## config.mk

```make
export PLATFORM = sky130hd
export DESIGN_NAME = gray_counter
export DESIGN_NICKNAME = d
export VERILOG_FILES = /design/src/rtl/gray_pkg.sv /design/src/rtl/gray2bin.sv /design/src/rtl/gray_counter.sv
export SDC_FILE = /design/constraint.sdc
export NUM_CORES = 1
export LEC_CHECK = 0
export CAP_MARGIN = 10
export CELL_PAD_IN_SITES_DETAIL_PLACEMENT = 2
export CELL_PAD_IN_SITES_GLOBAL_PLACEMENT = 2
export CORE_MARGIN = 5
export CORE_UTILIZATION = 42
export CTS_BUF_LIST = sky130_fd_sc_hd__clkbuf_8
export DETAILED_ROUTE_END_ITERATION = 16
export DONT_BUFFER_PORTS = 1
export GPL_TIMING_DRIVEN = 0
export PLACE_DENSITY = 0.95
export SKIP_LAST_GASP = 1
export SYNTH_ARGS = -nofsm -noshare
export SYNTH_HDL_FRONTEND = slang
export SYNTH_HIERARCHICAL = 1
export SYNTH_SLANG_ARGS = --single-unit
```

## constraint.sdc

```tcl
create_clock -name clk_i -period 5.6 [get_ports clk_i]
set_input_delay 1.4 -clock clk_i [delete_from_list [all_inputs] [get_ports clk_i]]
set_output_delay 1.4 -clock clk_i [all_outputs]
set_load 0.005 [all_outputs]
```

## src/rtl/gray_pkg.sv

```systemverilog
// Shared constants and types for the Gray-code counter.
// Direction encodings and the per-cycle command type used by gray_counter.
package gray_pkg;

   localparam logic DIR_UP   = 1'b1;
   localparam logic DIR_DOWN = 1'b0;

   localparam int unsigned MIN_WIDTH = 2;
   localparam int unsigned MAX_WIDTH = 32;

   // Resolved per-cycle command, highest priority first: clear, load, step, hold.
   typedef enum logic [1:0] {
      CmdHold,
      CmdStep,
      CmdLoad,
      CmdClr
   } cmd_e;

endpackage

```

## src/rtl/gray2bin.sv

```systemverilog
// Combinational Gray-to-binary converter.
// Each binary bit is the XOR of all Gray bits at or above it.
module gray2bin #(
   parameter int unsigned DATA_WIDTH = 8
) (
   input  logic [DATA_WIDTH-1:0] gray_i,
   output logic [DATA_WIDTH-1:0] bin_o
);

   always_comb begin
      bin_o = '0;
      bin_o[DATA_WIDTH-1] = gray_i[DATA_WIDTH-1];
      for (int i = int'(DATA_WIDTH) - 2; i >= 0; i--) begin
         bin_o[i] = bin_o[i+1] ^ gray_i[i];
      end
   end

endmodule

```

## src/rtl/gray_counter.sv

```systemverilog
// Up/down counter with registered binary and Gray outputs, clear, Gray load and wrap pulse.
// The binary register is the source of truth; the Gray register is kept in lockstep with it.
module gray_counter
   import gray_pkg::*;
#(
   parameter int unsigned DATA_WIDTH = 8
) (
   input  logic                  clk_i,
   input  logic                  rst_i,
   input  logic                  clr_i,
   input  logic                  load_i,
   input  logic [DATA_WIDTH-1:0] load_gray_i,
   input  logic                  en_i,
   input  logic                  dir_i,
   output logic [DATA_WIDTH-1:0] data_gray_o,
   output logic [DATA_WIDTH-1:0] data_bin_o,
   output logic                  wrap_o,
   output logic                  tc_o
);

   localparam logic [DATA_WIDTH-1:0] One = DATA_WIDTH'(1);

   logic [DATA_WIDTH-1:0] bin_q, bin_d;
   logic [DATA_WIDTH-1:0] gray_q, gray_d;
   logic [DATA_WIDTH-1:0] load_bin;
   logic                  wrap_q, wrap_d;
   logic                  at_max, at_min;
   cmd_e                  cmd;

   gray2bin #(
      .DATA_WIDTH (DATA_WIDTH)
   ) u_load_conv (
      .gray_i (load_gray_i),
      .bin_o  (load_bin)
   );

   always_comb begin
      cmd = CmdHold;
      if (clr_i) begin
         cmd = CmdClr;
      end else if (load_i) begin
         cmd = CmdLoad;
      end else if (en_i) begin
         cmd = CmdStep;
      end
   end

   assign at_max = &bin_q;
   assign at_min = ~|bin_q;
   // Terminal count follows the live direction so a same-cycle dir change is honoured.
   assign tc_o   = (dir_i == DIR_UP) ? at_max : at_min;

   always_comb begin
      bin_d  = bin_q;
      gray_d = gray_q;
      wrap_d = 1'b0;
      unique case (cmd)
         CmdClr: begin
            bin_d  = '0;
            gray_d = '0;
         end
         CmdLoad: begin
            bin_d  = load_bin;
            gray_d = load_gray_i;
         end
         CmdStep: begin
            bin_d  = (dir_i == DIR_UP) ? bin_q + One : bin_q - One;
            gray_d = bin_d ^ (bin_d >> 1);
            wrap_d = tc_o;
         end
         CmdHold: begin
            bin_d  = bin_q;
         end
         default: begin
            bin_d  = bin_q;
         end
      endcase
   end

   always_ff @(posedge clk_i or posedge rst_i) begin
      if (rst_i) begin
         bin_q  <= '0;
         gray_q <= '0;
         wrap_q <= 1'b0;
      end else begin
         bin_q  <= bin_d;
         gray_q <= gray_d;
         wrap_q <= wrap_d;
      end
   end

   assign data_bin_o  = bin_q;
   assign data_gray_o = gray_q;
   assign wrap_o      = wrap_q;

endmodule
```

# [Word level (Yosys, flattened, before mapping)]
# Cells that the tools add are included.
[op_classes] n_addsub=2 bitwise_logic=8 n_eq_ne=3 n_reduce_logical=5 mux=8
[op_table] op="case mux 8 bit (3 select lines)" count=2
[op_table] op="adder 8 x 1 -> 8 bit (second input constant)" count=1
[op_table] op="2-to-1 mux 8 bit" count=1
[op_table] op="AND reduction 8 bit" count=1
[op_table] op="OR reduction 8 bit" count=1
[op_table] op="subtractor 8 x 1 -> 8 bit (second input constant)" count=1
[op_table] op="bitwise XOR 8 x 7 -> 8 bit" count=1
[op_table] op="bitwise XOR 1 bit" count=7
[op_table] op="equality test 2 bit (second input constant)" count=2
[op_table] op="2-to-1 mux 2 bit" count=2
[op_table] op="2-to-1 mux 1 bit" count=3
[op_table] op="nonzero test 3 bit" count=1
[op_table] op="equality test 2 x 1 -> 1 bit (second input constant)" count=1
[op_table] op="logical NOT 2 bit" count=1
[op_table] op="logical NOT 1 bit" count=1
[totals] word_cells=29 output_inout_bits=18 reg_bits=17

# [Logic depth before layout (Yosys ltp)]
[logic_depth] ltp_word=8 ltp_mapped=8 depth_no_buf=8

# [By module]
# Netlist, hierarchy kept.
[modules_own_cells] mod="gray_counter" area_each_um2=1260.0 seq_area_each_um2=425.4 n_inst=1 cells_per_inst=145
[modules_own_cells] mod="gray2bin" area_each_um2=125.1 seq_area_each_um2=0.0 n_inst=1 cells_per_inst=13

# [Least setup slack after synthesis]
# No wires, ideal clock.
[synth_timing] path_kind="input to output" startpoint="input dir_i" endpoint="output tc_o" n_path_buf=0 setup_slack_ps=2428 arrival_ps=1772 cell_stages=2 path_cell_list="nand4_1 o31ai_1"
[synth_via] elab_chain_len=1
[synth_rtl] item="start, declared" line_no="gray_counter.sv:14" source="input logic dir_i,"
[synth_rtl] item="2-to-1 mux 1 bit" line_no="gray_counter.sv:51" source="assign tc_o = (dir_i == DIR_UP) ? at_max : at_min;"
[synth_rtl] item="end, declared" line_no="gray_counter.sv:18" source="output logic tc_o"
# Every way passes these cells.

# [Worst setup path in the final report]
# Ends and elaborated chain as after synthesis.

==> metrics.txt <==
status complete, no violations; Setup Skew 3.982 ps; fin crit period between 3000 and 4000 ps; Setup-failing EPs final 0; DRC Markers 0; Async S/R FF share, synth 100.0%; post-CTS sizing 0; initial core utilization between 40 and 50%; Root Driver clkbuf_8; Yosys warnings 6; CP arrival 2030 ps; Worst Setup Path Type in2out; share of cells above drive strength 1 under 10%; initial DRC count 25; filler cell count 360; DRT Pass-1 Iters 6; startpoint types primary input; IO Count 32; Critical Path, Cell by Cell nand4_1, o31ai_1; GRT Residual Overflow 0; DRT Wirelength between 4 and 5 mm; post-layout instance area between 1000 and 1500 um^2; Max Transition Viols Final 0; CP max FO 5; nets ~190; HP Class reg2reg; family with the most delay on the worst path compound AO/OA/AOI/OAI gates; final hold vios 0; Setup TNS Final 0 ps; PwrDens 265.6 nW/um^2; number of port buffers 0; post-CTS setup buffers 0; distinct cell type count after synthesis 41; Leak between 0.6 and 0.7 nW; syn_area_per_cell a little under 9 um^2; commonest non-fill, non-tap cells in the layout nand2_1 (21), dfrtp_1 (17), o21ai_0 (13); number of global-route vias before repair 1474; Post-Place Cell Area between 1000 and 1500 um^2; CTS Hold Bufs 0; clk sinks 17; H-tree depth 1; Final ANT Viol Nets 0; Clk Latency, worst-skew pair approximately 250 ps; core area between 3000 and 4000 um^2; CTS tree done; RSZ-0062 raised after global routing no; most common cell after layout, fill and taps aside nand2_1; first-pass GRT wire length about 7.4 mm; largest net degree at the start of global routing 18; Placement Rows 20; syn_nets 182; Synth Register Bits 17; worst path buffer plus inverter count 0; sequential area share after synthesis between 30 and 40%; TritonCTS Buffers 3; clock tree buffer depth 2; Global Route Usage Sum roughly 22%; Peak VDD IR roughly 140 uV; DIE HEIGHT a little under 70 um; Via-to-Cell Ratio 5.942; CP max stage delay approximately 530 ps; antenna fix cells 0; wire per inst between 20 and 25 um; predominant post-synthesis flop cell dfrtp_1; Crit path required time 4200 ps; Post-synth EDFFs 0; Worst-Margin Slew around 700 ps; Fmax slightly below 0.3 GHz; Tcrit/Tclk final 61.25%; initial antenna violation count 0; DR vias 1224; Syn Std Cell Area 1385 um^2; synthesized netlist cell count between 150 and 200; hpwl dp 3.429 mm; Worst setup EP type primary output; Slew HR between 50% and 60%; RD Place Congestion about 0.85; die area between 4000 and 5000 um^2; max-capacitance violation count 0; area grow syn2layout 7.317%; CP max stage cell o31ai_1; Worst-path clk slew 70 ps; Die Width roughly 67 um
kinds of logic after synthesis:
family	share of synthesized area (%)
flip-flops	30.71
buffers and inverters	5.239
adder cells (fa/ha/maj)	9.576
AO/OA/AOI/OAI	22.67
XOR/XNOR	15.99
multiplexers	0.7227
AND/OR/NAND/NOR	15.09
per-layer routing:
layer	routed length, um	global-route usage, %	vias up
met1	1751	23.43	620
met3	158	4.659	14
met5	0	0	-
met4	130	8.608	0
li1	-	-	557
met2	2417	42.09	33
state kept, by name, indices dropped and copies added (netlist names):
signal / count
wrap_o: 1
data_gray_o: 8
data_bin_o: 8
power breakdown:
part           total (mW)  internal [mW]  switching, mW
logic               0.151         0.0611         0.0901
registers           0.148          0.133         0.0150
clock network      0.0952         0.0494         0.0458
metrics by stage:
step / utilization (%) / hold slack [ps] / cells / power [mW] / setup WS [ps]
after floorplan: - / 476.3 / 158 / 0.2624 / 2428
after global placement: 46.41 / 511.9 / 202 / 0.2885 / 2297
after detailed placement: 46.41 / 524.3 / 202 / 0.2999 / 2254
after CTS: 47.90 / 541.4 / 206 / 0.3987 / 2191
after global routing: 47.90 / 561.7 / 206 / 0.4213 / 2167
final: 47.90 / 530.1 / 206 / 0.3947 / 2170
worst paths after layout:
path                                start        endpoint  slack, ps  cells after the start
setup / recovery                    dir_i            tc_o       2170                      2
hold / removal             data_gray_o[2]  data_gray_o[2]        530                      2
setup reg to reg            data_bin_o[0]  data_gray_o[5]       3170                      8
hold reg to reg            data_gray_o[2]  data_gray_o[2]        530                      2
max in group asynchronous           rst_i   data_bin_o[2]       4000                      1
min in group asynchronous           rst_i  data_gray_o[4]       1150                      1
final cells by class:
| class | count | area [um^2] | area share (%) |
|---|---|---|---|
| Clock inverter | 1 | 5.005 | 0.3367 |
| Inverter | 11 | 41.29 | 2.778 |
| Multi-Input combinational cell | 123 | 887.1 | 59.68 |
| Buffer | 7 | 31.28 | 2.104 |
| Sequential cell | 17 | 425.4 | 28.62 |
| Clock buffer | 3 | 41.29 | 2.778 |
| Tap cell | 44 | 55.05 | 3.704 |
Yosys cell counts (2+ instances only):
library cell,n,area share [%]
nand2_1,21,5.7
dfrtp_1,17,31
o21ai_0,13,4.7
inv_1,11,3.0
a22oi_1,9,4.9
ha_1,9,8.1
xnor2_1,9,5.7
nor2_1,8,2.2
xor2_1,8,5.1
a21oi_1,6,2.2
nand3_1,6,2.2
clkbuf_1,5,1.4
nand2b_1,3,1.4
o221ai_1,3,1.9
o211ai_1,2,1.1
o21a_1,2,1.1
xor2_2,2,2.3
(Power assumes the default switching activity.)
